`src/rtl/decode_feed_sequencer.sv`:
```
`default_nettype none
// +----------------------------------------------------------------------------+
// | decode_feed_sequencer                                                      |
// | Buffers fetched instruction/address pairs and issues one per cycle to the  |
// | format decoder; honours downstream stall and pipeline flush.               |
// | Revision: 1.0                                                              |
// +----------------------------------------------------------------------------+
module decode_feed_sequencer #(
  parameter int instructionWidth = 32,
  parameter int addressSize      = 64,
  parameter int depth            = 4,
  parameter int ptrWidth         = 2
) (
  input  logic                        clock_i,
  input  logic                        reset_i,
  input  logic                        flush_i,
  input  logic                        fetchValid_i,
  input  logic [0:instructionWidth-1] instruction_i,
  input  logic [0:addressSize-1]      address_i,
  output logic                        fetchReady_o,
  input  logic                        stall_i,
  output logic                        decodeEnable_o,
  output logic [0:instructionWidth-1] instruction_o,
  output logic [0:addressSize-1]      address_o,
  output logic [ptrWidth:0]           occupancy_o,
  output logic                        empty_o,
  output logic                        full_o
);

  localparam logic [ptrWidth:0]   c_depth   = (ptrWidth + 1)'(depth);
  localparam logic [ptrWidth:0]   c_occ_one = (ptrWidth + 1)'(1);
  localparam logic [ptrWidth-1:0] c_ptr_one = ptrWidth'(1);

  logic [0:instructionWidth-1] r_instr_mem [depth];
  logic [0:addressSize-1]      r_addr_mem  [depth];

  logic [ptrWidth-1:0]         r_wr_ptr;
  logic [ptrWidth-1:0]         r_rd_ptr;
  logic [ptrWidth:0]           r_occupancy;
  logic                        r_decode_enable;
  logic [0:instructionWidth-1] r_instruction;
  logic [0:addressSize-1]      r_address;

  logic w_empty;
  logic w_full;
  logic w_push;
  logic w_pop;

  // Readiness comes from the occupancy register alone; a same-cycle pop
  // never frees a slot for the word offered in that cycle.
  assign w_empty = (r_occupancy == '0);
  assign w_full  = (r_occupancy == c_depth);
  assign w_push  = fetchValid_i & ~w_full & ~flush_i;
  assign w_pop   = ~w_empty & ~stall_i & ~flush_i;

  assign fetchReady_o   = ~w_full;
  assign empty_o        = w_empty;
  assign full_o         = w_full;
  assign occupancy_o    = r_occupancy;
  assign decodeEnable_o = r_decode_enable;
  assign instruction_o  = r_instruction;
  assign address_o      = r_address;

  always_ff @(posedge clock_i) begin
    if (w_push) begin
      r_instr_mem[r_wr_ptr] <= instruction_i;
      r_addr_mem[r_wr_ptr]  <= address_i;
    end
  end

  always_ff @(posedge clock_i or negedge reset_i) begin
    if (!reset_i) begin
      r_wr_ptr    <= '0;
      r_rd_ptr    <= '0;
      r_occupancy <= '0;
    end else if (flush_i) begin
      r_wr_ptr    <= '0;
      r_rd_ptr    <= '0;
      r_occupancy <= '0;
    end else begin
      if (w_push) begin
        r_wr_ptr <= r_wr_ptr + c_ptr_one;
      end
      if (w_pop) begin
        r_rd_ptr <= r_rd_ptr + c_ptr_one;
      end
      if (w_push && !w_pop) begin
        r_occupancy <= r_occupancy + c_occ_one;
      end else if (!w_push && w_pop) begin
        r_occupancy <= r_occupancy - c_occ_one;
      end
    end
  end

  // Flush only drops the enable; data outputs keep their last issued value.
  always_ff @(posedge clock_i or negedge reset_i) begin
    if (!reset_i) begin
      r_decode_enable <= 1'b0;
      r_instruction   <= '0;
      r_address       <= '0;
    end else begin
      r_decode_enable <= w_pop;
      if (w_pop) begin
        r_instruction <= r_instr_mem[r_rd_ptr];
        r_address     <= r_addr_mem[r_rd_ptr];
      end
    end
  end

endmodule
`default_nettype wire

```
`config.mk`:
```
export PLATFORM = sky130hd
export DESIGN_NAME = decode_feed_sequencer
export DESIGN_NICKNAME = d
export VERILOG_FILES = /design/src/rtl/decode_feed_sequencer.sv
export SDC_FILE = /design/constraint.sdc
export NUM_CORES = 1
export LEC_CHECK = 0
export CAP_MARGIN = 0
export CORE_UTILIZATION = 60
export DETAILED_ROUTE_END_ITERATION = 7
export GPL_ROUTABILITY_DRIVEN = 0
export GPL_TIMING_DRIVEN = 0
export PLACE_DENSITY_LB_ADDON = 0.08
export SYNTH_ARGS = -nofsm -noshare
export SYNTH_HDL_FRONTEND = slang
export SYNTH_SLANG_ARGS = --single-unit
```
`constraint.sdc`:
```
create_clock -name clock_i -period 7.63 [get_ports clock_i]
set_clock_uncertainty 0.1 [all_clocks]
set_input_delay 1.1445 -clock clock_i [delete_from_list [all_inputs] [get_ports clock_i]]
set_output_delay 1.1445 -clock clock_i [all_outputs]
set_load 0.01 [all_outputs]
```
==> results.cfg, run 1 <==
[yosys]
synth.largest_area_cell = edfxtp_1
synth_area_sq_um = 18000
synth_top_area_share_pct = 64.0
synthFlopType = edfxtp_1
ys_ff_latch = 488
async_flop_share_pct = 21.3
synthTopCellsByArea = edfxtp_1, dfrtp_1, mux4_2
syn_inst = 770
syn_nets = 876
synthMostInstantiatedCell = edfxtp_1
synth_edf_count = 384
synth_common_cells = edfxtp_1, dfrtp_1, mux4_2
ys_types = 32
avgSynthCellArea_sq_um = 23.4
synth-seq-area-share_pct = 78.4
ys_warn_count = 0

[detailed_routing]
wl_mm = 32.7
drt_pass1_iterations = 5
drt-initial-drc-count = 530
ant_nets = 0
route.detailed.drc = 0
viasPerCell = 5.65
vias = 8243
wire_per_inst_um = 22.4

[clock_tree]
clk_latency_ns = 0.55
cts-root-buf = clkbuf_16
clock-sinks = 488
clk_pin_slew_worst_paths_ns = 0.06
cts_buffers = 48
cts_tree = yes
post_cts_resized = 0
cts_max_path_buffers = 3
htreeDepth = 2
cts_hold_buf = 0
cts_setup_buffers = 0

[timing]
max_slew_margin_pct = 55.6
drv_slew = 0
setup_violations = 0
hold_violations = 0
hold-worst-slack_ns = 0.393
worstMarginPinSlew_ns = 0.667
tns_ns = 0
fmax_ghz = 0.291
layout_min_cycle_time_ns = 3.44
rsz0062_at_grt = false
fin_crit_sh_pct = 45.1

[layout]
post_layout_nonfiller_instances = 1460
nFillCells = 1680
areaGrowthSynthToFinish_pct = 23.7
fin_nets = 1134
stdcell_area_sq_um = 22300
drive_gt1_share_pct = 26.8

[placed_design]
hpwlAfterDp_mm = 19.6
place_area_sq_um = 20700
placed_cells = 1368
portBuffers = 202

[hold_path]
hp-class = flip-flop to flip-flop

[grt]
antenna_found_initial = 4
grt_pass1_wl_mm = 50.6
grt_pass1_vias = 8959
overflow = 0
grt_max_degree = 58
grtUsageTotal_pct = 22.2

[run]
maxCapViolCount = 0

[floorplan]
die_h_um = 175
pin_count = 204
rows = 63
initial_core_util_pct = 60.8
die_area_sq_um = 30700
core_region_area_sq_um = 29600
die_x_um = 175

[critical_path]
cp-start-kind = flip-flop
cp_top_family = buffers and inverters
cp-end-kind = output port
critPathBufInv = 2
max_stage_delay_ns = 0.56
required_ns = 6.39
cp_cell_sequence = or3b_2, inv_1, clkdlybuf4s50_1
arrival_ns = 2.20
crit_type = flip-flop to output port
crit_fanout = 8
crit_path_top_delay_cell = or3b_2

[power_and_ir_drop]
peakVddDrop_uv = 282
p_leak_uw = 0.00759
powerDensity_nw_per_um2 = 348

[status]
outcome = complete, no violations
area by class of cell:
type	instances	area (sq um)	share of cell area (%)
diodes	2	5.00	0.0224
plain buffers	34	210	0.942
inverters	6	22.5	0.101
well taps	390	488	2.19
multi-input cells	242	3670	16.5
flip-flops and latches	488	14100	63.4
clock inverters	14	153	0.684
repair buffers	208	2180	9.78
clock buffers	76	1440	6.45
cells by family (layout without fill, tap and decap cells):
logic type,after synthesis,after routing,share of synthesized area [%]
adder cells (fa/ha/maj),5,5,0.389
AO/OA/AOI/OAI,15,15,0.514
flip-flops,488,488,78.4
other,0,2,0
buffers and inverters,40,338,1.29
XOR/XNOR,4,4,0.194
multiplexers,192,192,18.4
AND/OR/NAND/NOR,26,26,0.854
stage by stage:
step	utilization, %	power [uW]	setup WS, ns
finish	75.3	7760	4.19
global route	75.3	8080	4.11
CTS	75.2	7840	4.18
floorplan	-	4580	3.31
global placement	69.3	5460	0.416
detailed placement	69.9	5500	3.93
placed cells by master (no fill, tap or decap), drive strengths merged, types with 3 or more instances in the layout:
master,count
edfxtp,384
clkdlybuf4s50,201
xnor2,4
nor2,10
bufinv,3
mux4,96
a21oi,7
nor3,3
and2,4
nor2b,4
ha,4
dfrtp,104
inv,7
buf,31
clkinv,10
clkbuf,86
mux2,96
power by group:
| group | switching [uW] | internal (uW) |
|---|---|---|
| clock | 944 | 1390 |
| combinational | 787 | 1170 |
| sequential | 192 | 3270 |
| total | 1920 | 5840 |
layer usage:
metal  track usage, %  vias to the layer above  part of all wire (%)
li1                 -                     3663                     -
met1             29.1                     4305                    41
met2             37.5                      223                    51
met3             5.30                       50                   6.3
met4             6.23                        2                   1.8
met5                0                        -                 0.040
worst paths after layout:
check / slack (ns) / to / startpoint / cells after the start
min in group asynchronous: 0.45 / address_o[33] / reset_i / 1
worst max register to register: 4.99 / r_instr_mem[3][18] / occupancy_o[1] / 5
worst max-delay path: 4.19 / full_o / occupancy_o[1] / 3
worst min register to register: 0.39 / address_o[29] / address_o[29] / 1
worst min-delay path: 0.39 / address_o[29] / address_o[29] / 1
max in group asynchronous: 6.26 / occupancy_o[2] / reset_i / 2
sequential cells by signal, indices dropped and copies added (netlist names):
register,cells
address_o,64
occupancy_o,3
r_addr_mem,256
r_wr_ptr,2
decodeEnable_o,1
r_rd_ptr,2
r_instr_mem,128
instruction_o,32
Note: power is estimated with default switching activity, not from simulation.
==> inputs of run 2 (changes only) <==
CORE_UTILIZATION = 56   (was 60)
clock period = 3.4 ns   (was 7.63 ns; I/O delays follow)
==> results.cfg, run 2 (same netlist as run 1, synthesis figures left out) <==
[status]
outcome = complete, no violations

[clock_tree]
cts-root-buf = clkbuf_16
clock-sinks = 488
post_cts_resized = 0
cts_tree = yes
clk_latency_ns = 0.53
htreeDepth = 2
cts_setup_buffers = 0
clk_pin_slew_worst_paths_ns = 0.06
cts_max_path_buffers = 3
cts_buffers = 49

[layout]
fin_nets = 1139
drive_gt1_share_pct = 27.1
largest_reg_flops = 256
n_antenna_cell = 0
nFillCells = 1957
final_cell_mix = edfxtp_1, clkdlybuf4s50_1, dfrtp_1
areaGrowthSynthToFinish_pct = 24.0
final_common_cell = edfxtp_1
regMostFlops = r_addr_mem

[power_and_ir_drop]
peakVddDrop_uv = 478
intPower_uw = 13000
combPwrFrac_pct = 25.5
powerDensity_nw_per_um2 = 774
p_sw_share_pct = 24.8
p_leak_uw = 0.00760
p_sw_uw = 4290
seq_power_share_pct = 44.9
finalPower_uw = 17300
power_frac_clock_pct = 29.6

[timing]
fin_crit_sh_pct = 82.0
fmax_ghz = 0.359
max_slew_margin_pct = 54.3
drv_slew = 0
hold_violations = 0
setup_violations = 0
tns_ns = 0
rsz0062_at_grt = false
layout_min_cycle_time_ns = 2.79
worstMarginPinSlew_ns = 0.685

[grt]
grt_pass1_wl_mm = 51.7
grtUsageTotal_pct = 21.0
overflow = 0
grt_pass1_vias = 8914
grt_max_degree = 58
antenna_found_initial = 2
top_usage_layer = met2
grt_util_met3_pct = 4.77
use_met2_pct = 35.7
use_met1_pct = 27.8

[detailed_routing]
viasPerCell = 5.65
vias = 8308
drt_pass1_iterations = 4
wire_per_inst_um = 22.7
drt-initial-drc-count = 450
ant_nets = 0
route.detailed.drc = 0
wl_mm = 33.4

[floorplan]
die_area_sq_um = 32900
pin_count = 204
core_region_area_sq_um = 31600
die_x_um = 181
die_h_um = 181
rows = 65
initial_core_util_pct = 57.0

[run]
maxCapViolCount = 0

[critical_path]
crit_start = occupancy_o[2]
required_ns = 2.79
crit_type = flip-flop to output port
arrival_ns = 2.18
cp-start-kind = flip-flop
cp-end-kind = output port
worstReg2RegStart = occupancy_o[2]
crit_fanout = 8

[placed_design]
hpwlAfterDp_mm = 20.5
portBuffers = 202

[hold_path]
hp-class = flip-flop to flip-flop
hp-start = address_o[21]
[run 2: what timing repair did]
action | CTS | global route
hold buffers | 1 | 0
setup endpoints to repair | 0 | 0
endpoints found under the hold margin | 56 | 0
[run 2: per-stage QoR]
| stage | utilization [%] | setup WS [ns] | hold slack, ns | instances | area (sq um) |
|---|---|---|---|---|---|
| 2_1_floorplan | - | 0.619 | 0.114 | 770 | 18000 |
| 3_3_place_gp | 65.0 | -3.33 | 0.367 | 1374 | 20600 |
| 3_5_place_dp | 65.8 | 0.330 | 0.374 | 1383 | 20800 |
| 4_1_cts | 70.6 | 0.596 | 0.387 | 1470 | 22300 |
| 5_1_grt | 70.6 | 0.549 | 0.409 | 1470 | 22300 |
| 6_report | 70.6 | 0.611 | 0.381 | 1470 | 22300 |
[run 2: critical path, cell delays in order (launching register included)]
cell and delay [ns]:
dfrtp_1 0.52, or3b_2 0.53, inv_1 0.07, clkdlybuf4s50_1 0.52
[run 2: worst paths after layout]
path,cells past startpoint,slack [ns],endpoint
min in group asynchronous,2,0.46,address_o[38]
max in group asynchronous,3,2.02,address_o[0]
max,3,0.61,full_o
min reg2reg,1,0.38,address_o[21]
min,1,0.38,address_o[21]
max reg2reg,6,0.77,r_addr_mem[1][40]
[run 2: area by class of cell]
cell class                 count  area (sq um)  area share [%]
sequential                   488         14100            63.2
multi-input combinational    242          3670            16.4
timing repair buffer         212          2270            10.2
clock buffer                  65          1330            5.94
tap                          402           503            2.25
buffer                        34           210           0.941
clock inverter                21           205           0.918
inverter                       6          22.5           0.101
[run 2: power groups by stage]
stage	clock network, uW	registers (uW)	logic, uW
6_report	5120	7770	4400
5_1_grt	5450	7870	4720
4_1_cts	5230	7780	4500
3_5_place_dp	0	7890	4480
3_3_place_gp	0	7890	4370
2_1_floorplan	0	8100	2170
[run 2: routing by layer]
metal	share of wire, %	routed length (um)
met1	42	13900
met2	51	17000
met4	2.0	657
met5	0.075	25
met3	5.5	1830
==> inputs of run 3 (changes only) <==
CORE_UTILIZATION = 50   (was 56)
clock period = 2.4 ns   (was 3.4 ns; I/O delays follow)
==> results.cfg, run 3 (same netlist as run 1, synthesis figures left out) <==
[grt]
grtUsageTotal_pct = 19.7
grt_pass1_vias = 8806
antenna_found_initial = 3
grt_max_degree = 54
grt_pass1_wl_mm = 52.5
overflow = 0

[detailed_routing]
drt-initial-drc-count = 376
drt_pass1_iterations = 4
ant_nets = 0
wire_per_inst_um = 22.7
viasPerCell = 5.40
wl_mm = 35.0
route.detailed.drc = 0
vias = 8321

[power_and_ir_drop]
power_frac_clock_pct = 30.4
p_sw_uw = 6230
intPower_uw = 18600
p_sw_share_pct = 25.0
seq_power_share_pct = 44.1
powerDensity_nw_per_um2 = 1100
combPwrFrac_pct = 25.5
p_leak_uw = 0.00765
peakVddDrop_uv = 834

[timing]
hold_violations = 0
worstMarginPinSlew_ns = 0.761
layout_min_cycle_time_ns = 2.29
max_slew_margin_pct = 49.3
hold-worst-slack_ns = 0.229
setup_violations = 0
fmax_ghz = 0.437
rsz0062_at_grt = false
fin_crit_sh_pct = 95.4
drv_slew = 0

[critical_path]
cp-start-kind = flip-flop
arrival_ns = 1.83
cp-end-kind = output port
crit_fanout = 4
crit_type = flip-flop to output port
crit_path_top_delay_cell = or3b_2
required_ns = 1.94
cp_cell_sequence = or3b_2, inv_1, dlygate4sd2_1
max_stage_delay_ns = 0.51

[hold_path]
hp-class = input port to async pin

[clock_tree]
cts_buffers = 50
clk_pin_slew_worst_paths_ns = 0.06
clock-sinks = 488
cts_tree = yes
htreeDepth = 2
cts-root-buf = clkbuf_16
cts_max_path_buffers = 3
clk_latency_ns = 0.57

[floorplan]
die_area_sq_um = 36800
rows = 69
initial_core_util_pct = 50.8
die_x_um = 192
core_region_area_sq_um = 35500
pin_count = 204
die_h_um = 192

[layout]
areaGrowthSynthToFinish_pct = 24.9
final_cell_mix = edfxtp_1, clkdlybuf4s50_1, dfrtp_1
fin_nets = 1146
largest_reg_flops = 256
final_common_cell = edfxtp_1
regMostFlops = r_addr_mem
drive_gt1_share_pct = 28.3
n_antenna_cell = 0
post_layout_nonfiller_instances = 1542

[placed_design]
hpwlAfterDp_mm = 20.2
placed_cells = 1439
portBuffers = 202

[status]
outcome = complete, no violations

[run]
maxCapViolCount = 0
## run 3: cell count changes in the layout (fill, tap and decap cells not counted), sizes merged, moves of 2 or more
cell           previous run  this run
clkinv                   15        17
clkinvlp                  2         0
inv                       6         8
and2                      4        10
clkdlybuf4s50           201       198
dlygate4sd2               0         3
clkbuf                   75        78
## run 3: cell type report
type	count	area, sq um
Clock inverter	24	253
Clock buffer	69	1350
Timing Repair Buffer	213	2220
Tap cell	461	577
Multi-Input combinational cell	248	3740
Fill cell	2483	13000
Inverter	6	22.5
Buffer	33	208
Sequential cell	488	14100
## run 3: layer usage
metal,GRT usage [%],vias to the layer above,wire (um)
li1,-,3696,-
met1,25.7,4383,14600
met2,33.1,198,17800
met3,4.60,42,2080
met4,5.65,2,598
met5,0,-,13
## run 3: timing repair
action                                  in CTS  in global routing
endpoints found under the setup margin     206                 18
gates resized for setup                      9                  6
endpoints found under the hold margin       51                  0
hold buffers                                 1                  0
buffers inserted                             4                  0
cloned                                       6                  0
pin swaps                                    4                  2
## run 3: worst paths after layout
path	start	to	slack (ns)	cells after the start
hold / removal	reset_i	address_o[34]	0.23	2
setup / recovery	occupancy_o[0]	full_o	0.11	3
min in group clock_i	stall_i	occupancy_o[0]	0.32	4
max in group asynchronous	reset_i	occupancy_o[0]	1.24	3
setup reg to reg	occupancy_o[0]	occupancy_o[2]	0.11	8
hold reg to reg	address_o[26]	address_o[26]	0.38	1
## run 3: power by group through the flow
| stage | registers, uW | logic, uW | clock network [uW] |
|---|---|---|---|
| floorplan | 11500 | 3070 | 0 |
| global placement | 11200 | 6230 | 0 |
| detailed placement | 11200 | 6350 | 0 |
| CTS | 11000 | 6480 | 7710 |
| global route | 11100 | 6830 | 8040 |
| finish | 11000 | 6340 | 7560 |
## run 3: worst max-delay path: cells and delay by family, from the launching register on
kind | cells | cell delay [ns]
simple gates | 1 | 0.51
buf+inv | 2 | 0.33
flops | 1 | 0.42
## run 3: through the flow
| stage | area [sq um] | TNS (ns) | setup WS [ns] | power [uW] | util [%] |
|---|---|---|---|---|---|
| after floorplan | 18000 | -146.40 | -0.381 | 14500 | - |
| after global placement | 20600 | -1105.31 | -4.28 | 17400 | 58.1 |
| after detailed placement | 20800 | -154.59 | -0.596 | 17500 | 58.6 |
| after CTS | 22500 | 0 | 0.0161 | 25200 | 63.4 |
| after global routing | 22500 | 0 | 0.00890 | 26000 | 63.5 |
| final | 22500 | 0 | 0.111 | 24900 | 63.5 |
